==> config.mk <==
export PLATFORM = sky130hd
export DESIGN_NAME = pipe_reg_chain
export DESIGN_NICKNAME = d
export VERILOG_FILES = /design/src/rtl/pipe_reg_chain.sv
export SDC_FILE = /design/constraint.sdc
export NUM_CORES = 1
export LEC_CHECK = 0
export CORE_MARGIN = 2
export CORE_UTILIZATION = 40
export DETAILED_ROUTE_END_ITERATION = 10
export GPL_ROUTABILITY_DRIVEN = 0
export PLACE_DENSITY = 0.67
export SYNTH_ARGS = -nofsm -noshare
export SYNTH_HDL_FRONTEND = slang
export SYNTH_SLANG_ARGS = --single-unit
==> constraint.sdc <==
create_clock -name clk -period 1.6 [get_ports clk]
set_input_delay 0.16 -clock clk [delete_from_list [all_inputs] [get_ports clk]]
set_output_delay 0.16 -clock clk [all_outputs]
set_load 0.02 [all_outputs]
==> src/rtl/pipe_reg_chain.sv <==
// pipe_reg_chain: DEPTH-stage valid/ready register chain with bubble collapse.
// Each stage holds one word and a valid bit. A stage loads from its upstream
// neighbour whenever it is empty or the stage after it is advancing, so
// invalid stages never hold back traffic.
//
// Ports
//   clk        rising-edge clock
//   rst        asynchronous active-high reset; clears every stage and the count
//   flush      synchronous clear of every stage; blocks the input that cycle
//   in_valid   upstream word present on in_data
//   in_ready   chain can accept a word this cycle (combinational)
//   in_data    upstream word
//   out_valid  last stage holds a valid word
//   out_ready  downstream accepts out_data this cycle
//   out_data   word in the last stage, zero when out_valid is low
//   occupancy  registered count of valid stages
module pipe_reg_chain #(
    parameter int unsigned WIDTH = 16,
    parameter int unsigned DEPTH = 2
) (
    input  logic                       clk,
    input  logic                       rst,
    input  logic                       flush,
    input  logic                       in_valid,
    output logic                       in_ready,
    input  logic [WIDTH-1:0]           in_data,
    output logic                       out_valid,
    input  logic                       out_ready,
    output logic [WIDTH-1:0]           out_data,
    output logic [$clog2(DEPTH+1)-1:0] occupancy
);

    localparam int unsigned OCC_W = $clog2(DEPTH + 1);

    logic [DEPTH-1:0] v;
    logic [WIDTH-1:0] d [DEPTH];
    logic [DEPTH-1:0] r;
    logic [DEPTH-1:0] src_v;
    logic [WIDTH-1:0] src_d [DEPTH];
    logic             accept;
    logic             retire;

    // Per-stage ready and load source. The ready recurrence
    // r[i] = !v[i] | r[i+1] is written unrolled: a stage can move when any
    // stage from it to the output is empty, or the output is being drained.
    for (genvar i = 0; i < DEPTH; i++) begin : g_stage
        assign r[i] = out_ready | ~(&v[DEPTH-1:i]);
        if (i == 0) begin : g_first
            assign src_v[i] = in_valid;
            assign src_d[i] = in_data;
        end else begin : g_next
            assign src_v[i] = v[i-1];
            assign src_d[i] = d[i-1];
        end
    end

    // Stage registers: flush wins over every handshake; stalled stages hold.
    always_ff @(posedge clk or posedge rst) begin
        if (rst) begin
            v <= '0;
            for (int i = 0; i < DEPTH; i++) d[i] <= '0;
        end else if (flush) begin
            v <= '0;
            for (int i = 0; i < DEPTH; i++) d[i] <= '0;
        end else begin
            for (int i = 0; i < DEPTH; i++) begin
                if (r[i]) begin
                    v[i] <= src_v[i];
                    d[i] <= src_d[i];
                end
            end
        end
    end

    assign in_ready  = r[0] & ~flush & ~rst;
    assign out_valid = v[DEPTH-1];
    assign out_data  = v[DEPTH-1] ? d[DEPTH-1] : '0;

    assign accept = in_valid & in_ready;
    assign retire = out_valid & out_ready;

    // Occupancy tracks handshakes rather than re-counting the valid bits.
    always_ff @(posedge clk or posedge rst) begin
        if (rst) begin
            occupancy <= '0;
        end else if (flush) begin
            occupancy <= '0;
        end else begin
            case ({accept, retire})
                2'b10:   occupancy <= occupancy + OCC_W'(1);
                2'b01:   occupancy <= occupancy - OCC_W'(1);
                default: occupancy <= occupancy;
            endcase
        end
    end

endmodule
==> results_dict.tcl <==
set metrics [dict create \
    critical_path.startpoint_type "flop" \
    worst-path-buf-inv 2 \
    worst_r2r_path_depth 5 \
    critical_path_required_ps 1440 \
    clk_pin_slew_worst_paths_ps 70 \
    clock_insertion_delay_worst_skew_ps 280 \
    first_pass_iters 4 \
    ctsRootBufferMaster "sky130_fd_sc_hd__clkbuf_8" \
    rsz0062_at_grt "false" \
    maxCapViolations 0 \
    timing.rr.start "v[1]$_DFFE_PP0P_" \
    fin_worst_skew_ps 3.03 \
    cp_top_family "buffers and inverters" \
    cts.repair.resized 20 \
    run_status "completed" \
    ys_ff_latch 36 \
    powerDensity_nw_per_um2 903 \
    design.final.nets 248 \
    dieArea_sq_um 4660 \
    vias_per_cell 4.70 \
    setup.worst_path.start "v[1]$_DFFE_PP0P_" \
    post-cts-setup-buffer-count 0 \
    regToRegSetupSlack_ps 200 \
    yosys.cell_types.count 22 \
    io_pins 41 \
    final_cell_mix "sky130_fd_sc_hd__nand2_1 (65), sky130_fd_sc_hd__dfrtp_1 (35), sky130_fd_sc_hd__a21oi_1 (25)" \
    max_slew_margin_pct 71.5 \
    seq_total_area_yosys_pct 54.5 \
    timing.final.crit_period_ps 1530 \
    most_frequent_standard_cell_in_the_layout_excluding_fill_and_tap_cells "sky130_fd_sc_hd__nand2_1" \
    flow.area_growth_from_synthesis_pct 33.8 \
    core_region_area_sq_um 4000 \
    power_leakage_uw 0.00107 \
    grt.total_usage_pct 17.8 \
    finalHoldViolCount 0 \
    cts.sinks 36 \
    clock.fmax_ghz 0.655 \
    h-tree-depth 2 \
    io_buffer_count 40 \
    grt-ovfl-total 0 \
    worst-path-max-fanout 20 \
    post_layout_util_pct 55.3 \
    syn_std_cell_area_sq_um 1650 \
    place.detailed.hpwl_mm 2.25 \
    wl_per_cell_um 12.4 \
    grt_antenna_before_repair 0 \
    preCtsSetupSlack_ps -227 \
    postLayoutSetupSlackWorst_ps 73.9 \
    dr.first_iter.drc_count 87 \
    yosysWarnings 0 \
    timing.critical_path.cells "buf_4 -> and2_1 -> dlygate4sd2_1" \
    synth_area_per_cell_sq_um 9.03 \
    critical_path_endpoint_category "primary output" \
    antenna_cells_inserted 0 \
    min_period_over_period_pct 95.4 \
    floorplan.initialDensity_pct 41.3 \
    first_global_vias 1273 \
    cts-buffers-inserted 5 \
    clockBufferDepth 2 \
    cts_tree "built" \
    row_count 23 \
    drt_wl_total_mm 3.44 \
    mappedNetlistNets 204 \
    cells_after_synth 183 \
    grt_pass1_wl_mm 6.03 \
    drv_slew 0 \
    path_depth 3 \
    post_route_cells_drive_above_1_share_pct 14.0 \
    grt_max_degree 38 \
    die_y_um 68.3 \
    path_type_of_the_worst_min_delay_path "in2async" \
    vias 1307 \
    chipWidth_um 68.3 \
    final-setup-viol-count 0 \
    max_stage_delay_ps 400 \
    critPathSlowestCell "sky130_fd_sc_hd__dfrtp_2" \
    detailed_route_drc_error_count 0 \
    finalHoldWorstSlack_ps 333 \
    worst-slew-pin-transition_ps 427 \
    hold_buffers 0 \
    worst_voltage_drop_across_the_vdd_grid_mv 0.454 \
    crit_path_arrival_time_ps 1370 \
    timing.setup.critical_path_class "reg2out" \
    route.antenna.remaining_nets 0 \
]
## final timing paths
kind	endpoint
worst max-delay path	out_data[0]
worst min-delay path	d[17]$_DFFE_PP0P_
worst max register to register	occupancy[1]$_DFFE_PP0P_
max in group asynchronous	v[1]$_DFFE_PP0P_
worst min register to register	d[11]$_DFFE_PP0P_
min in group clk	d[23]$_DFFE_PP0P_
## through the flow
stage	total power, uW	cells	TNS, ps	instance area (sq um)
global placement	1240	270	-325	2130
global route	2090	278	0	2210
floorplan	1130	183	-33.1	1660
finish	2000	278	0	2210
detailed placement	1250	270	-697	2130
CTS	2030	278	0	2220
## report_power, final
group          total (uW)  internal [uW]  switching, uW
clock network         775            462            313
registers             982            957           25.6
logic                 239            118            122
## cells by family after synthesis
group                     count (synthesis)  share of synthesized area [%]
AOI/OAI and AO/OA                        34                           12.3
and+or+nand+nor                          96                           26.3
DFF                                      36                           54.5
muxes                                     2                           1.29
xor gates and xnor gates                  1                          0.530
buffers and inverters                    14                           5.07
## layout make-up
cell class / count / area, sq um
fill: 383 / 1790
clock buffer: 6 / 72.6
timing repair buffer: 50 / 462
inverter: 1 / 3.75
clock inverter: 2 / 35.0
tap: 50 / 62.6
sequential: 36 / 902
multi-input combinational: 133 / 674
## layer usage
| metal | part of all wire [%] | global-route usage, % | routed length, um |
|---|---|---|---|
| met5 | 0 | 0 | 0 |
| met2 | 50 | 28.0 | 1720 |
| met4 | 1.2 | 7.75 | 42 |
| met3 | 5.4 | 4.93 | 185 |
| met1 | 43 | 22.9 | 1490 |
## tightest hold or removal path: cells and delay by family
kind,cells,cell delay (ps)
buf+inv,3,810
## flip-flops by register name (all words and copies together), names as in the netlist
register,cells
d,32
occupancy,2
v,2
## cells in the mapped netlist
cell type                   n  area share (%)
sky130_fd_sc_hd__a21oi_2    8             4.2
sky130_fd_sc_hd__nand2b_1   2            0.76
sky130_fd_sc_hd__mux2i_1    1            0.61
sky130_fd_sc_hd__nor3_2     1            0.61
sky130_fd_sc_hd__clkbuf_1   5             1.1
sky130_fd_sc_hd__and2_4     1            0.53
sky130_fd_sc_hd__a21oi_1   25             7.6
sky130_fd_sc_hd__buf_2      4             1.2
sky130_fd_sc_hd__nand2_1   65              15
sky130_fd_sc_hd__and2_1    16             6.1
sky130_fd_sc_hd__nor2b_4    1            0.83
sky130_fd_sc_hd__nor3b_1    1            0.45
sky130_fd_sc_hd__nand2_2    1            0.38
sky130_fd_sc_hd__nor2b_1    1            0.38
sky130_fd_sc_hd__dfrtp_1   36              55
sky130_fd_sc_hd__buf_6      3             2.0
sky130_fd_sc_hd__nor2_1     7             1.6
sky130_fd_sc_hd__mux2_2     1            0.68
sky130_fd_sc_hd__o21a_1     1            0.45
sky130_fd_sc_hd__inv_1      1            0.23
sky130_fd_sc_hd__buf_4      1            0.45
sky130_fd_sc_hd__xnor2_1    1            0.53
No activity file was read; power rests on OpenSTA's default activity.
